### src/rtl/reduce_pkg.sv
// Package: reduce_pkg
// Shared definitions for the reduction datapath: network flit field positions and widths
// (also used by the reduce instruction stage), reduction op codes, the reduction table entry
// layout and a helper that assembles an outgoing flit body from a table entry.
// Ports: none (package).

package reduce_pkg;

   // Network flit layout (73 bits)
   localparam int unsigned FLIT_W    = 73;
   localparam int unsigned CHILD_W   = 3;
   localparam int unsigned PKT_W     = FLIT_W + CHILD_W;  // {children, flit}

   localparam int unsigned VALID_BIT = 72;
   localparam int unsigned DST_LO    = 63;
   localparam int unsigned DST_W     = 9;
   localparam int unsigned SRC_LO    = 54;
   localparam int unsigned SRC_W     = 9;
   localparam int unsigned CTX_LO    = 46;
   localparam int unsigned CTX_W     = 8;
   localparam int unsigned TAG_LO    = 38;
   localparam int unsigned TAG_W     = 8;
   localparam int unsigned ALG_LO    = 36;
   localparam int unsigned ALG_W     = 2;
   localparam int unsigned OP_LO     = 32;
   localparam int unsigned OP_W      = 4;
   localparam int unsigned PAY_LO    = 0;
   localparam int unsigned PAY_W     = 32;

   // Reduction key is {contextId, tag}, contiguous in the flit starting at TAG_LO
   localparam int unsigned KEY_W     = CTX_W + TAG_W;
   localparam int unsigned REM_W     = 4;

   // Reduction op codes
   localparam logic [OP_W-1:0] OP_SUM  = 4'd0;
   localparam logic [OP_W-1:0] OP_MAX  = 4'd1;
   localparam logic [OP_W-1:0] OP_MIN  = 4'd2;
   localparam logic [OP_W-1:0] OP_AND  = 4'd3;
   localparam logic [OP_W-1:0] OP_OR   = 4'd4;
   localparam logic [OP_W-1:0] OP_XOR  = 4'd5;
   localparam logic [OP_W-1:0] OP_PROD = 4'd6;

   // One reduction table slot
   typedef struct packed {
      logic              busy;
      logic              done;
      logic [KEY_W-1:0]  key;
      logic [OP_W-1:0]   op;
      logic [ALG_W-1:0]  alg;
      logic [DST_W-1:0]  dst;
      logic [PAY_W-1:0]  payload;
      logic [REM_W-1:0]  remaining;
   } entry_t;

   // Flit body without the valid bit: {dst, src, ctx, tag, algtype, op, payload}
   function automatic logic [FLIT_W-2:0] flit_body(input entry_t e, input logic [SRC_W-1:0] src);
      return {e.dst, src, e.key, e.alg, e.op, e.payload};
   endfunction

endpackage

### src/rtl/reduce_combine_if.sv
// Interface: reduce_combine_if
// Bundles the reduce_combine data path: input flit handshake, output flit handshake and the
// sticky op-mismatch flag.
//   packetIn  [75:0] {children, flit} from the reduce instruction stage
//   in_valid / in_ready   input handshake
//   packetOut [72:0] reduced flit, bit 72 mirrors out_valid
//   out_valid / out_ready output handshake
//   err_op    sticky op mismatch
// Modports: master = producer/consumer side (testbench, neighbours), slave = reduce_combine.

interface reduce_combine_if;
   import reduce_pkg::*;

   logic [PKT_W-1:0]  packetIn;
   logic              in_valid;
   logic              in_ready;
   logic [FLIT_W-1:0] packetOut;
   logic              out_valid;
   logic              out_ready;
   logic              err_op;

   modport master (
      output packetIn,
      output in_valid,
      input  in_ready,
      input  packetOut,
      input  out_valid,
      output out_ready,
      input  err_op
   );

   modport slave (
      input  packetIn,
      input  in_valid,
      output in_ready,
      output packetOut,
      output out_valid,
      input  out_ready,
      output err_op
   );

endinterface

### src/rtl/reduce_alu.sv
// Module: reduce_alu
// Combinational reduction operator: result = op(a, b) on 32-bit operands.
//   op     [3:0]  reduction op code (OP_SUM..OP_PROD); unknown codes return a unchanged
//   a      [31:0] accumulated value
//   b      [31:0] new contribution
//   result [31:0] combined value

module reduce_alu
   import reduce_pkg::*;
(
   input  logic [OP_W-1:0]  op,
   input  logic [PAY_W-1:0] a,
   input  logic [PAY_W-1:0] b,
   output logic [PAY_W-1:0] result
);

   logic a_gt_b;
   assign a_gt_b = $signed(a) > $signed(b);

   always_comb begin
      result = a;
      case (op)
         OP_SUM:  result = a + b;
         OP_MAX:  result = a_gt_b ? a : b;
         OP_MIN:  result = a_gt_b ? b : a;
         OP_AND:  result = a & b;
         OP_OR:   result = a | b;
         OP_XOR:  result = a ^ b;
         OP_PROD: result = a * b;  // low 32 bits of the product
         default: result = a;
      endcase
   end

endmodule

### src/rtl/reduce_combine.sv
// Module: reduce_combine
// Combines same-reduction contributions coming from the reduce instruction stage. Each flit is
// matched by {contextId, tag} against a small reduction table; the entry's op folds the payload
// in. Once children+1 contributions have arrived the entry is done and is emitted as a single
// network flit toward its dst, carrying this node's coordinates as src.
//   clk  clock
//   rst  synchronous active-low reset (0 = reset)
//   bus  reduce_combine_if.slave: packetIn/in_valid/in_ready, packetOut/out_valid/out_ready,
//        err_op (sticky: a contribution arrived with an op different from its entry's op)

module reduce_combine
   import reduce_pkg::*;
#(
   parameter int unsigned FlitWidth     = FLIT_W,
   parameter int unsigned ChildrenWidth = CHILD_W,
   parameter int unsigned TableSize     = 4,
   // Own coordinates (rank_z, rank_y, rank_x), written into src of every emitted flit
   parameter logic [2:0]  RankZ         = 3'b0,
   parameter logic [2:0]  RankY         = 3'b0,
   parameter logic [2:0]  RankX         = 3'b0
) (
   input  logic           clk,
   input  logic           rst,
   reduce_combine_if.slave bus
);

   localparam int unsigned IdxW = (TableSize > 1) ? $clog2(TableSize) : 1;

   // ---------------------------------------------------------------------------------------
   // Input field extraction
   // ---------------------------------------------------------------------------------------
   logic [ChildrenWidth-1:0] in_children;
   logic [FlitWidth-1:0]     in_flit;
   logic [KEY_W-1:0]         in_key;
   logic [OP_W-1:0]          in_op;
   logic [ALG_W-1:0]         in_alg;
   logic [DST_W-1:0]         in_dst;
   logic [PAY_W-1:0]         in_payload;

   assign in_children = bus.packetIn[FlitWidth +: ChildrenWidth];
   assign in_flit     = bus.packetIn[FlitWidth-1:0];
   assign in_key      = in_flit[TAG_LO +: KEY_W];
   assign in_op       = in_flit[OP_LO +: OP_W];
   assign in_alg      = in_flit[ALG_LO +: ALG_W];
   assign in_dst      = in_flit[DST_LO +: DST_W];
   assign in_payload  = in_flit[PAY_LO +: PAY_W];

   // The incoming valid bit and src are replaced on emission
   logic unused_in_bits;
   assign unused_in_bits = ^{in_flit[VALID_BIT], in_flit[SRC_LO +: SRC_W]};

   // ---------------------------------------------------------------------------------------
   // State
   // ---------------------------------------------------------------------------------------
   entry_t              tbl_q [TableSize];
   entry_t              tbl_d [TableSize];
   logic                out_valid_q, out_valid_d;
   logic [FlitWidth-2:0] out_body_q, out_body_d;
   logic                err_q, err_d;

   // ---------------------------------------------------------------------------------------
   // Parallel key compare and priority encoders (lowest index wins)
   // ---------------------------------------------------------------------------------------
   logic            hit;
   logic [IdxW-1:0] hit_idx;
   logic            free_any;
   logic [IdxW-1:0] free_idx;
   logic            done_any;
   logic [IdxW-1:0] done_idx;

   always_comb begin
      hit      = 1'b0;
      hit_idx  = '0;
      free_any = 1'b0;
      free_idx = '0;
      done_any = 1'b0;
      done_idx = '0;
      // Descending scan so the lowest matching index is the last one written
      for (int i = int'(TableSize) - 1; i >= 0; i--) begin
         // Done entries are excluded: a key reused after completion starts a new entry
         if (tbl_q[i].busy && !tbl_q[i].done && (tbl_q[i].key == in_key)) begin
            hit     = 1'b1;
            hit_idx = IdxW'(i);
         end
         if (!tbl_q[i].busy) begin
            free_any = 1'b1;
            free_idx = IdxW'(i);
         end
         if (tbl_q[i].busy && tbl_q[i].done) begin
            done_any = 1'b1;
            done_idx = IdxW'(i);
         end
      end
   end

   // ---------------------------------------------------------------------------------------
   // Combine datapath: the entry's op is authoritative
   // ---------------------------------------------------------------------------------------
   logic [OP_W-1:0]  alu_op;
   logic [PAY_W-1:0] alu_a;
   logic [PAY_W-1:0] alu_result;

   assign alu_op = tbl_q[hit_idx].op;
   assign alu_a  = tbl_q[hit_idx].payload;

   reduce_alu u_alu (
      .op     (alu_op),
      .a      (alu_a),
      .b      (in_payload),
      .result (alu_result)
   );

   // ---------------------------------------------------------------------------------------
   // Handshakes
   // ---------------------------------------------------------------------------------------
   logic in_ready;
   logic accept;
   logic out_fire;
   logic emit;

   // Free slots come from registered state, so a slot freed this cycle is only
   // allocatable after the next edge.
   assign in_ready = rst && (hit || free_any);
   assign accept   = bus.in_valid && in_ready;
   assign out_fire = out_valid_q && bus.out_ready;
   assign emit     = done_any && (!out_valid_q || bus.out_ready);

   // ---------------------------------------------------------------------------------------
   // Next state
   // ---------------------------------------------------------------------------------------
   always_comb begin
      tbl_d       = tbl_q;
      out_valid_d = out_valid_q;
      out_body_d  = out_body_q;
      err_d       = err_q;

      // Emission and free. A done entry can never be the hit or the free slot, so the
      // accept path below never touches done_idx.
      if (emit) begin
         out_valid_d     = 1'b1;
         out_body_d      = flit_body(tbl_q[done_idx], {RankZ, RankY, RankX});
         tbl_d[done_idx] = '0;
      end else if (out_fire) begin
         out_valid_d = 1'b0;
      end

      if (accept) begin
         if (hit) begin
            tbl_d[hit_idx].payload   = alu_result;
            tbl_d[hit_idx].remaining = tbl_q[hit_idx].remaining - REM_W'(1);
            tbl_d[hit_idx].done      = (tbl_q[hit_idx].remaining == REM_W'(1));
            if (in_op != tbl_q[hit_idx].op) begin
               err_d = 1'b1;
            end
         end else begin
            tbl_d[free_idx] = '{
               busy:      1'b1,
               done:      (in_children == '0),
               key:       in_key,
               op:        in_op,
               alg:       in_alg,
               dst:       in_dst,
               payload:   in_payload,
               remaining: REM_W'(in_children)
            };
         end
      end
   end

   always_ff @(posedge clk) begin
      if (!rst) begin
         for (int i = 0; i < int'(TableSize); i++) begin
            tbl_q[i] <= '0;
         end
         out_valid_q <= 1'b0;
         out_body_q  <= '0;
         err_q       <= 1'b0;
      end else begin
         tbl_q       <= tbl_d;
         out_valid_q <= out_valid_d;
         out_body_q  <= out_body_d;
         err_q       <= err_d;
      end
   end

   // ---------------------------------------------------------------------------------------
   // Outputs
   // ---------------------------------------------------------------------------------------
   assign bus.in_ready  = in_ready;
   assign bus.out_valid = out_valid_q;
   assign bus.packetOut = {out_valid_q, out_body_q};
   assign bus.err_op    = err_q;

endmodule
### src/flat_wrapper.sv
// flat-port wrapper written by rule: the top's interface ports become plain ports
module reduce_combine_flat import reduce_pkg::*;
#(
   parameter int unsigned FlitWidth     = FLIT_W,
   parameter int unsigned ChildrenWidth = CHILD_W,
   parameter int unsigned TableSize     = 4,
                                                                                      
   parameter logic [2:0]  RankZ         = 3'b0,
   parameter logic [2:0]  RankY         = 3'b0,
   parameter logic [2:0]  RankX         = 3'b0
)
  (clk, rst, bus_packetIn, bus_in_valid, bus_in_ready, bus_packetOut, bus_out_valid, bus_out_ready, bus_err_op);
  reduce_combine_if bus_i ();
  input  logic clk;
  input  logic rst;
  input wire logic [$bits(bus_i.packetIn)-1:0] bus_packetIn;
  input wire logic [$bits(bus_i.in_valid)-1:0] bus_in_valid;
  output wire logic [$bits(bus_i.in_ready)-1:0] bus_in_ready;
  output wire logic [$bits(bus_i.packetOut)-1:0] bus_packetOut;
  output wire logic [$bits(bus_i.out_valid)-1:0] bus_out_valid;
  input wire logic [$bits(bus_i.out_ready)-1:0] bus_out_ready;
  output wire logic [$bits(bus_i.err_op)-1:0] bus_err_op;
  assign bus_i.packetIn = bus_packetIn;
  assign bus_i.in_valid = bus_in_valid;
  assign bus_in_ready = bus_i.in_ready;
  assign bus_packetOut = bus_i.packetOut;
  assign bus_out_valid = bus_i.out_valid;
  assign bus_i.out_ready = bus_out_ready;
  assign bus_err_op = bus_i.err_op;
  reduce_combine #(.FlitWidth(FlitWidth), .ChildrenWidth(ChildrenWidth), .TableSize(TableSize), .RankZ(RankZ), .RankY(RankY), .RankX(RankX)) u_core (.clk(clk), .rst(rst), .bus(bus_i));
endmodule
### config.mk
export PLATFORM = sky130hd
export DESIGN_NAME = reduce_combine_flat
export DESIGN_NICKNAME = d
export VERILOG_FILES = /design/src/rtl/reduce_pkg.sv /design/src/rtl/reduce_combine_if.sv /design/src/rtl/reduce_alu.sv /design/src/rtl/reduce_combine.sv /design/src/flat_wrapper.sv
export SDC_FILE = /design/constraint.sdc
export NUM_CORES = 2
export LEC_CHECK = 0
export ABC_CLOCK_PERIOD_IN_PS = 15900
export CORE_UTILIZATION = 30
export CTS_BUF_LIST = sky130_fd_sc_hd__clkbuf_4 sky130_fd_sc_hd__clkbuf_8 sky130_fd_sc_hd__clkbuf_16
export CTS_CLUSTER_DIAMETER = 200
export DETAILED_ROUTE_END_ITERATION = 8
export HOLD_SLACK_MARGIN = 0.06
export PLACE_DENSITY = 0.53
export SLEW_MARGIN = 30
export SYNTH_ARGS = -nofsm -noshare
export SYNTH_HDL_FRONTEND = slang
export SYNTH_SLANG_ARGS = --single-unit
### constraint.sdc
create_clock -name clk -period 15.9 [get_ports clk]
set_input_delay 1.59 -clock clk [delete_from_list [all_inputs] [get_ports clk]]
set_output_delay 1.59 -clock clk [all_outputs]
set_load 0.05 [all_outputs]
==> summary.md <==
| Metric | Value |
|---|---|
| Result of the run | `complete, but fails checks` |
| Violations in the final reports | `design-rule violations` |
| Setup repair bufs after CTS | `0` |
| Later-pin clock latency in the skew report | `around 600 ps` |
| Global-route usage over all layers | `27.2%` |
| Final count of negative-setup-slack endpoints | `0` |
| Number of antenna violations at the first check in global routing | `9` |
| HPWL after detailed placement | `roughly 120000 µm` |
| Area of the mapped netlist | `37900 µm²` |
| Via count of the first global-routing pass | `between 30000 and 40000` |
| Routed length on met1 | `70300 µm` |
| Area of the core region | `~130000 µm²` |
| Starting Density | `a little under a third` |
| Cell row count | `130` |
| Share of the cycle needed by the critical path after routing | `85.1%` |
| Type of element capturing the critical path | `flip-flop` |
| Number of DRC violations after detailed-routing iteration 0 | `approximately 4900` |
| Register clock-pin slew on the reported worst setup and hold paths | `60 ps` |
| Worst Path Required | `around 16000 ps` |
| Share of post-route cells with drive strength above 1 | `under 10%` |
| Number of nets at the end of the flow | `5536` |
| Number of enable flip-flop cells after synthesis | `0` |
| Maximum number of pins on one net before global-route repair | `90` |
| Number of top-level pins | `156` |
| Largest buffer count on any clock path | `3` |
| Cell accounting for the most synthesized area | `sky130_fd_sc_hd__fa_1` |
| Max incr delay on CP | `770 ps` |
| Routed wire length on met3 | `a little under 20000 µm` |
| Cell count after synthesis | `between 4000 and 5000` |
| CP dominant cell by count | `sky130_fd_sc_hd__fa_1` |
| Clock sinks | `341` |
| #FFs+latches synth | `between 300 and 400` |
| Sequential element share of the synthesized area | `around 18%` |
| Dominant register cell in the synthesized netlist | `sky130_fd_sc_hd__dfxtp_1` |
| First-pass GRT wire length | `258000 µm` |
| Topmost layer with routed signal wires | `met5` |
| Worst clock skew | `roughly 44 ps` |
| CTS root buffer | `sky130_fd_sc_hd__clkbuf_16` |
| Max frequency | `73.9 MHz` |
| Mapped Avg Cell Area | `around 7.8 µm²` |
| Drc violations | `1` |
| Fraction of synthesis flops using an asynchronous set or reset pin | `0%` |
| Unrepaired setup endpoints after global routing | `false` |
| Total Neg Setup Slack | `0 ps` |
| Full die area | `around 130000 µm²` |
| Final min period | `~14000 ps` |
| CTS tree | `done` |
| Die height | `357 µm` |
| Total overflow reported by the global router | `0` |
| Routed via count | `38300` |
| Synth cell types | `92` |
| Path class of the lowest-slack min-delay path | `reg -> reg` |
| Actual slew at the worst max-slew pin | `~1100 ps` |
| Width of the die | `357 µm` |
| First-pass iteration count of the detailed router | `9` |
| Cts hold-fix bufs | `0` |
| Top-area cell type share of the netlist area | `between 20% and 30%` |
| Overall power of the completed layout | `approximately 4.2 mW` |
| Standby leakage power | `~17 nW` |
| Largest cells by area after synthesis | `sky130_fd_sc_hd__fa_1 22%, sky130_fd_sc_hd__dfxtp_1 18%, sky130_fd_sc_hd__ha_1 7.3%` |
| Growth of design area from synthesis to finish | `11.8%` |
| Clock buffer count from CTS | `39` |
| Startpoint Class | `input port` |
| Post-detailed-routing wire length | `~180000 µm` |
| Hold Violations, Final | `0` |
| Worst setup path category | `in -> reg` |
| Yosys warnings | `0` |
| Depth of the CTS H-tree | `2` |
| Master of the slowest instance on the critical path | `sky130_fd_sc_hd__nor4_1` |
| Routed wirelength normalized by instance count | `27.2 µm` |
| Max rail drop VDD | `about 0.000092 V` |
| Antenna violation net count after detailed routing | `0` |
| Max-capacitance violation count | `0` |
| Critical path peak fanout | `26` |
| Power density normalized to cell area | `~100 nW/µm²` |
| Final weighted congestion of routability-driven global placement | `just under 1` |
| Crit path DAT | `about 14000 ps` |
| Final Max Slew Viols | `0` |
| Via-to-Cell Ratio | `between 5 and 6` |
| Port bufs | `136` |
| Max-slew headroom | `about a quarter` |
| Detailed route wirelength on metal2 | `slightly below 80000 µm` |
| Total of cells resized after clock tree synthesis | `0` |
[layout make-up]
| cell class | instances | area [µm²] |
|---|---|---|
| diodes | 2 | 5.00 |
| clock buffers | 60 | 1210 |
| clock inverters | 8 | 82.6 |
| fillers | 13300 | 83000 |
| inverters | 497 | 1870 |
| multi-input cells | 3655 | 27800 |
| flip-flops and latches | 341 | 6830 |
| well taps | 1650 | 2060 |
| repair buffers | 291 | 2530 |
[synthesized netlist by cell type (70+ instances only)]
cell / number
sky130_fd_sc_hd__nor2_1: 481
sky130_fd_sc_hd__o21ai_0: 246
sky130_fd_sc_hd__inv_1: 473
sky130_fd_sc_hd__nand3_1: 230
sky130_fd_sc_hd__nand2_1: 587
sky130_fd_sc_hd__a21oi_1: 531
sky130_fd_sc_hd__a22oi_1: 70
sky130_fd_sc_hd__ha_1: 222
sky130_fd_sc_hd__xnor2_1: 91
sky130_fd_sc_hd__fa_1: 409
sky130_fd_sc_hd__dfxtp_1: 341
sky130_fd_sc_hd__clkbuf_1: 301
[cell usage in the layout (no fill, tap or decap), types with 15 or more instances in the layout]
cell type | netlist | layout
sky130_fd_sc_hd__nand2_1 | 587 | 580
sky130_fd_sc_hd__a21oi_1 | 531 | 523
sky130_fd_sc_hd__inv_1 | 473 | 472
sky130_fd_sc_hd__nor2_1 | 481 | 470
sky130_fd_sc_hd__fa_1 | 409 | 409
sky130_fd_sc_hd__dfxtp_1 | 341 | 341
sky130_fd_sc_hd__o21ai_0 | 246 | 246
sky130_fd_sc_hd__nand3_1 | 230 | 229
sky130_fd_sc_hd__ha_1 | 222 | 222
sky130_fd_sc_hd__buf_4 | 27 | 151
sky130_fd_sc_hd__clkdlybuf4s50_1 | 0 | 133
sky130_fd_sc_hd__xnor2_1 | 91 | 91
sky130_fd_sc_hd__a22oi_1 | 70 | 70
sky130_fd_sc_hd__o22ai_1 | 66 | 66
sky130_fd_sc_hd__a222oi_1 | 65 | 65
sky130_fd_sc_hd__xor2_1 | 63 | 63
sky130_fd_sc_hd__o21a_1 | 47 | 47
sky130_fd_sc_hd__nor3_1 | 45 | 40
sky130_fd_sc_hd__clkbuf_16 | 0 | 40
sky130_fd_sc_hd__a2bb2oi_1 | 34 | 34
sky130_fd_sc_hd__a31oi_1 | 31 | 31
sky130_fd_sc_hd__and3_1 | 28 | 27
sky130_fd_sc_hd__a21o_1 | 26 | 26
sky130_fd_sc_hd__a221oi_1 | 24 | 24
sky130_fd_sc_hd__o21bai_1 | 23 | 23
sky130_fd_sc_hd__o221ai_1 | 22 | 22
sky130_fd_sc_hd__o211ai_1 | 20 | 20
sky130_fd_sc_hd__nand4_1 | 19 | 19
sky130_fd_sc_hd__clkinv_1 | 20 | 18
sky130_fd_sc_hd__a32oi_1 | 19 | 18
sky130_fd_sc_hd__a211oi_1 | 16 | 15
sky130_fd_sc_hd__a2111oi_0 | 15 | 15
sky130_fd_sc_hd__nand2b_1 | 15 | 15
[worst paths after layout]
kind / startpoint / depth (start not counted) / slack (ps) / end
setup / recovery: bus_packetIn[46] / 35 / 2380 / u_core.tbl_q[103]$_SDFF_PN0_
hold / removal: u_core.tbl_q[43]$_SDFF_PN0_ / 2 / 470 / u_core.tbl_q[43]$_SDFF_PN0_
setup reg to reg: u_core.tbl_q[64]$_SDFF_PN0_ / 34 / 3760 / u_core.tbl_q[103]$_SDFF_PN0_
hold reg to reg: u_core.tbl_q[43]$_SDFF_PN0_ / 2 / 470 / u_core.tbl_q[43]$_SDFF_PN0_
[through the flow]
step	utilization, %	instances	instance area (µm²)	hold slack, ps	setup slack [ps]
floorplan	-	4881	37900	447	4930
global placement	32.7	6430	41000	453	2070
detailed placement	32.7	6432	41000	458	2080
CTS	33.8	6500	42300	466	2590
global route	33.8	6502	42400	485	1990
finish	33.8	6504	42400	466	2380
[registers in the layout, summed over array words and instances (netlist names)]
| register | count |
|---|---|
| u_core.out_body_q | 63 |
| u_core.tbl_q | 276 |
| u_core.bus.err_op | 1 |
| u_core.bus.out_valid | 1 |
[cells by family after synthesis]
group,after synthesis,share of synthesized area (%)
AOI/OAI and AO/OA,1365,22.8
DFF,341,18.0
muxes,9,0.241
other,1,0.00990
adders and majority gates,631,28.9
and+or+nand+nor,1477,16.6
buffers and inverters,885,9.22
xor gates and xnor gates,164,4.13
[critical path: cells and delay by family]
family	cells	cell delay (ps)
buffers and inverters	8	1830
AND/OR/NAND/NOR	9	3170
adder cells (fa/ha/maj)	9	4280
AO/OA/AOI/OAI	7	2520
XOR/XNOR	2	580
[per-layer routing]
| metal | up-vias | global-route usage [%] |
|---|---|---|
| met2 | 2448 | 41.9 |
| met4 | 10 | 14.3 |
| met5 | - | 0 |
| met1 | 18800 | 35.9 |
| met3 | 530 | 5.16 |
| li1 | 16500 | - |
[report_power, final]
group	total [mW]	switching (mW)	leakage [nW]	internal, mW
clock network	0.943	0.403	0.650	0.540
logic	2.37	1.45	14.0	0.924
registers	0.884	0.0149	2.76	0.869
total	4.20	1.87	17.4	2.33
Note: power is estimated with default switching activity, not from simulation.
